===== src/rtl/cory_upsize.sv =====
// Narrow-to-wide stream width converter: packs K N-bit beats into one A-bit word,
// beat 0 in the low slot, with an optional last marker that flushes a partial word.
module cory_upsize #(
    parameter int N = 8,
    parameter int K = 16,
    parameter int A = N * K,
    parameter int C = $clog2(K + 1)
) (
    input  logic         clk,
    input  logic         reset,
    input  logic         i_a_v,
    input  logic [N-1:0] i_a_d,
    input  logic         i_a_l,
    output logic         o_a_r,
    output logic         o_z_v,
    output logic [A-1:0] o_z_d,
    output logic [C-1:0] o_z_n,
    output logic         o_z_l,
    input  logic         i_z_r
);

    logic [A-1:0] acc;
    logic [A-1:0] word_next;
    logic [C-1:0] cnt;
    logic         take;
    logic         complete;

    // A held word that is not being drained is the only thing that stalls input.
    assign o_a_r    = !o_z_v || i_z_r;
    assign take     = i_a_v && o_a_r;
    assign complete = (cnt == C'(K - 1)) || i_a_l;

    // Accumulator with the incoming beat dropped into slot cnt; slots above it are
    // forced to zero so a flushed partial word is zero-filled.
    always_comb begin
        word_next = acc;
        for (int i = 0; i < K; i++) begin
            if (C'(i) == cnt) begin
                word_next[i*N +: N] = i_a_d;
            end else if (C'(i) > cnt) begin
                word_next[i*N +: N] = '0;
            end
        end
    end

    always_ff @(posedge clk) begin
        if (reset) begin
            acc   <= '0;
            cnt   <= '0;
            o_z_v <= 1'b0;
            o_z_d <= '0;
            o_z_n <= '0;
            o_z_l <= 1'b0;
        end else if (take && complete) begin
            // A completing beat reloads the output even while the old word drains.
            o_z_v <= 1'b1;
            o_z_d <= word_next;
            o_z_n <= cnt + C'(1);
            o_z_l <= i_a_l;
            acc   <= '0;
            cnt   <= '0;
        end else begin
            if (o_z_v && i_z_r) begin
                o_z_v <= 1'b0;
            end
            if (take) begin
                acc <= word_next;
                cnt <= cnt + C'(1);
            end
        end
    end

endmodule


===== config.mk =====
export PLATFORM = sky130hd
export DESIGN_NAME = cory_upsize
export DESIGN_NICKNAME = d
export VERILOG_FILES = /design/src/rtl/cory_upsize.sv
export SDC_FILE = /design/constraint.sdc
export NUM_CORES = 1
export LEC_CHECK = 0
export ABC_AREA = 1
export CAP_MARGIN = 30
export CORE_ASPECT_RATIO = 1.75
export CORE_UTILIZATION = 45
export DETAILED_ROUTE_END_ITERATION = 10
export GPL_TIMING_DRIVEN = 0
export PLACE_DENSITY = 0.67
export SKIP_CTS_REPAIR_TIMING = 1
export SYNTH_ARGS = -nofsm -noshare
export SYNTH_HDL_FRONTEND = slang
export SYNTH_SLANG_ARGS = --single-unit
export TNS_END_PERCENT = 100

===== constraint.sdc =====
create_clock -name clk -period 3.3 [get_ports clk]
set_input_delay 0.33 -clock clk [delete_from_list [all_inputs] [get_ports clk]]
set_output_delay 0.33 -clock clk [all_outputs]
set_load 0.005 [all_outputs]

== Yosys cells after proc, flatten, opt, wreduce, memory -nomap -nowiden ==
Cells that the tools add are included.
Operators by class
  add/subtract/negate cells: 1
  magnitude comparators: 16
  equal/unequal tests: 16
  multiplexer cells: 34
  reduce and logical (&&, ||, !) cells: 9
Operators by type and width (number)
  8-bit two-way mux: 32
  4-bit by 5-bit equality test with 1-bit output, first input constant: 8
  4-bit by 5-bit greater-than comparator with 1-bit output, first input constant: 8
  3-bit by 5-bit equality test with 1-bit output, first input constant: 4
  3-bit by 5-bit greater-than comparator with 1-bit output, first input constant: 4
  2-bit by 5-bit equality test with 1-bit output, first input constant: 2
  1-bit by 5-bit greater-than comparator with 1-bit output, first input constant: 2
  2-bit by 5-bit greater-than comparator with 1-bit output, first input constant: 2
  5-bit by 1-bit adder with 5-bit output, second input constant: 1
  1-bit by 5-bit equality test with 1-bit output, first input constant: 1
  5-bit by 4-bit equality test with 1-bit output, second input constant: 1
  5-bit zero test: 1
  1-bit logical AND: 3
  1-bit logical OR: 2
  1-bit two-way mux: 2
  2-bit nonzero test: 1
  2-bit OR reduction: 1
  1-bit zero test: 1
Word-level totals
  register bits: 268
  input bits: 13
  output and inout bits: 136
  logic and storage cells: 82

== Depth between registers and ports, before layout ==
  word-level depth: 5
  mapped depth: 11
  mapped depth without buffers: 9

== Worst setup path after synthesis ==
Ideal clock, no wire load.
  path kind: register to register
  start point: reg cnt[0]
  end point: reg acc[118]
  setup time: 112 ps
  arrival time: 1512 ps
  data required time: 3188 ps
  slack: 1676 ps
  cell stages (with the launch flop): 11
  buffers on the path: 1
  clock period less this slack: 1624 ps
  path through: dfxtp_1 inv_1 ha_1 nand2_1 nor2_1 buf_2 nor2_1 nand2_1 nand2_1 nor2_1 nor2_1
On the way
  word-level cells in the longest chain between the ends: 4
RTL lines
  start, declared: line 24  | logic [C-1:0] cnt;
  start signal, assigned: line 68  | cnt <= cnt + C'(1);
  branches (longest 4 deep; another with 4-bit by 5-bit greater-than comparator with 1-bit output)
  end signal, assigned: line 67  | acc <= word_next;
  end, declared: line 22  | logic [A-1:0] acc;
Parallel ways; which one is timed is not known.
A chain may end at the register's enable or synchronous reset.

== Final worst setup path ==
  start point: reg cnt[1]
  end point: reg acc[88]
The elaborated chain is that of the path after synthesis.

==> run summary <==
Share of synthesized flip-flops with an asynchronous set or reset: 0. Detailed-route DRC error count: 0. The congestion estimate from routability-driven global placement came to 0.926. The maximum net fanout on the critical path is 9, and the count of endpoints failing hold in the final timing report is 0.

The arrival time at the worst endpoint was 2.80 ns. Input and output buffers added on the ports amount to 140. The mean number of vias per cell is 5.09. The summed negative setup slack over all endpoints came out at 0 ns. The number of antenna diodes in the final layout is 0. In the synthesized netlist, the number of instances is 1737.

Relative to the synthesized area, the layout overhead comes to 22.6%. The number of detailed-route iterations in the first pass was 8. The area of the core region came out at 25200 µm². The cell with the most instances after synthesis was nand2_1. The required time of the critical path was 3.77 ns.

The nature of the critical path endpoint was a register. For this run, the top clock speed supported by timing is 0.430 GHz. The TritonCTS sink count came out at 268. The number of enable flip-flop cells after synthesis was 0. For the sequential share of the synthesized area, the log shows 0.465. The most used flip-flop cell after synthesis is dfxtp_1. Synthesis instantiated 25 different standard cells from the library. The final setup violation count is 0, and the global-route wire length before repair is 54800 µm. Clock latency on the worst-skew pair, taken at its later pin, is 0.56 ns.

The proportion of netlist area held by the largest area contributor is 0.465, and the number of max-cap violations is 0. The clock root buffer is clkbuf_16. The detail route stage leaves a number of antenna-violating nets equal to 0. The run gives 0.972 ns as the smallest setup slack after layout.

The routed layout has 11400 vias. The tools report the post-synthesis cell area as 11500 µm². Library cell occupying the most area in the post-synthesis netlist: dfxtp_1. After routing the design area is 14100 µm². The final worst-path cycle share came out at 0.705. The height of the die is 214 µm. IR analysis of the VDD net gives a maximum drop of 0.344 mV. TritonCTS built the clock tree. The starting density of the core was 0.457; the post-detailed-route wirelength per cell was 16.0 µm. Setup repair after global routing left no endpoint under its margin. In this run the power density over the cells is 486 nW/µm². The worst relative slew slack came out at 0.370. The logs give 0.560 for the final design utilization and 25500 µm for the HPWL after detailed placement.

For this run, the post-layout net count is 1920. Entering global routing, the biggest net connects 16 pins. The floorplan has 77 rows.

The overall track demand over capacity in global routing was 0.273. The flow ran to the end, and the final reports show no timing, DRC or antenna violations. The clock passes through at most 3 buffers. Once placement finished, the instance area stood at 13300 µm². The number of synthesis warnings came out at 0.

Dividing the synthesized area by the synthesized cell count gives 6.64 µm². At the pin with the least slew margin, the transition time is 0.946 ns. The tools report the total wirelength of the detailed-routed design as 35700 µm. By area the synthesized netlist is led by dfxtp_1 (46%), nand2_1 (24%), nor2_1 (8.6%).

The critical path launch point type is a register. The tools report the number of antenna violations at the first check in global routing as 0. After clock tree synthesis, the clock-pin slew on the worst setup and hold paths is 0.07 ns.

In this run the worst hold path is classified as register to register. The run gives 10498 as the via count of the first global-routing pass. By startpoint and endpoint, the worst setup path is classified as register to register.

The full die area is 26300 µm², and the total overflow reported by the global router is 0. From left edge to right edge, the die measures 123 µm. The analysis attributes to cell leakage a power of 6.63 nW. Buffers inserted during clock tree synthesis total 25. The initial detailed-routing violation count was 816; the maximum level of the CTS H-tree was 1. After synthesis the netlist holds a flip-flop and latch count of 268. The share of cells above drive strength 1 is 0.0635, and the placement-stage worst setup slack is 0.639 ns. The routed design could run at a clock period as short as 2.33 ns. Worst clock skew: 0.0250 ns. By count the netlist is led by nand2_1 (730), dfxtp_1 (268), nor2_1 (265). The I/O pin count came out at 149.

The max-slew violation total from the final report was 0; the total nets after synthesis was 1753.
==> path summary, 6_finish.rpt <==
check                                start          to  slack [ns]  depth (start not counted)
worst max-delay path                cnt[1]     acc[88]        0.97                          7
worst min-delay path            o_z_d[104]  o_z_d[104]        0.44                          2
worst max register to register      cnt[1]     acc[88]        0.97                          7
worst min register to register  o_z_d[104]  o_z_d[104]        0.44                          2
==> through the flow <==
step	std cells	total power [mW]	hold WS [ns]
after detailed placement	2193	4.02	0.432
after CTS	2238	6.89	0.448
after floorplan	1737	3.82	0.399
after global routing	2238	7.09	0.457
final	2238	6.87	0.444
after global placement	2193	4.01	0.430
==> final cells by class <==
type	instances	area (µm²)
sequential	268	5370
clock inverter	10	87.6
fill	2508	11100
multi-input combinational	1274	5350
timing repair buffer	140	1400
buffer	99	460
tap	316	395
inverter	96	360
clock buffer	35	723
==> kinds of logic (layout without fill, tap and decap cells) <==
group	count (synthesis)	in the layout	synth area share
AND/OR/NAND/NOR	1133	1133	0.389
buffers and inverters	195	380	0.0711
adder cells (fa/ha/maj)	3	3	0.00325
flip-flops	268	268	0.465
AO/OA/AOI/OAI	136	136	0.0704
XOR/XNOR	2	2	0.00152
==> worst max-delay path: stages, from the launching register on <==
cell and delay, ns:
dfxtp_1 0.36, buf_2 0.22, nand2_1 0.18, inv_1 0.17
nand3_1 0.34, o21ai_0 0.77, nor2_1 0.08, nor2_1 0.12
==> sequential cells by signal, summed over array words and instances, names as in the netlist <==
name,count
o_z_v,1
o_z_d,128
acc,128
o_z_l,1
o_z_n,5
cnt,5
==> metal layers <==
metal | share of wire | routed length [µm] | vias up | GRT usage
li1 | - | - | 5719 | -
met1 | 0.39 | 14000 | 5171 | 0.312
met2 | 0.50 | 17800 | 401 | 0.485
met3 | 0.053 | 1900 | 109 | 0.0306
met4 | 0.057 | 2030 | 0 | 0.157
met5 | 0 | 0 | - | 0
==> placed cells by master, fill, tap and decap left out, drive strengths merged, types with 3 or more instances in the layout <==
cell type      count
nor2             272
clkinv             8
buf               54
o22ai              8
nand3            109
inv               96
o21ai             57
clkdlybuf4s50    140
or2               17
nand2            735
o211ai            47
ha                 3
clkbuf            80
a21oi             24
dfxtp            268
==> power by group <==
part	switching, mW	internal (mW)
clock	1.30	1.61
sequential	0.0417	3.32
combinational	0.415	0.182
Note: power is estimated with default switching activity, not from simulation.
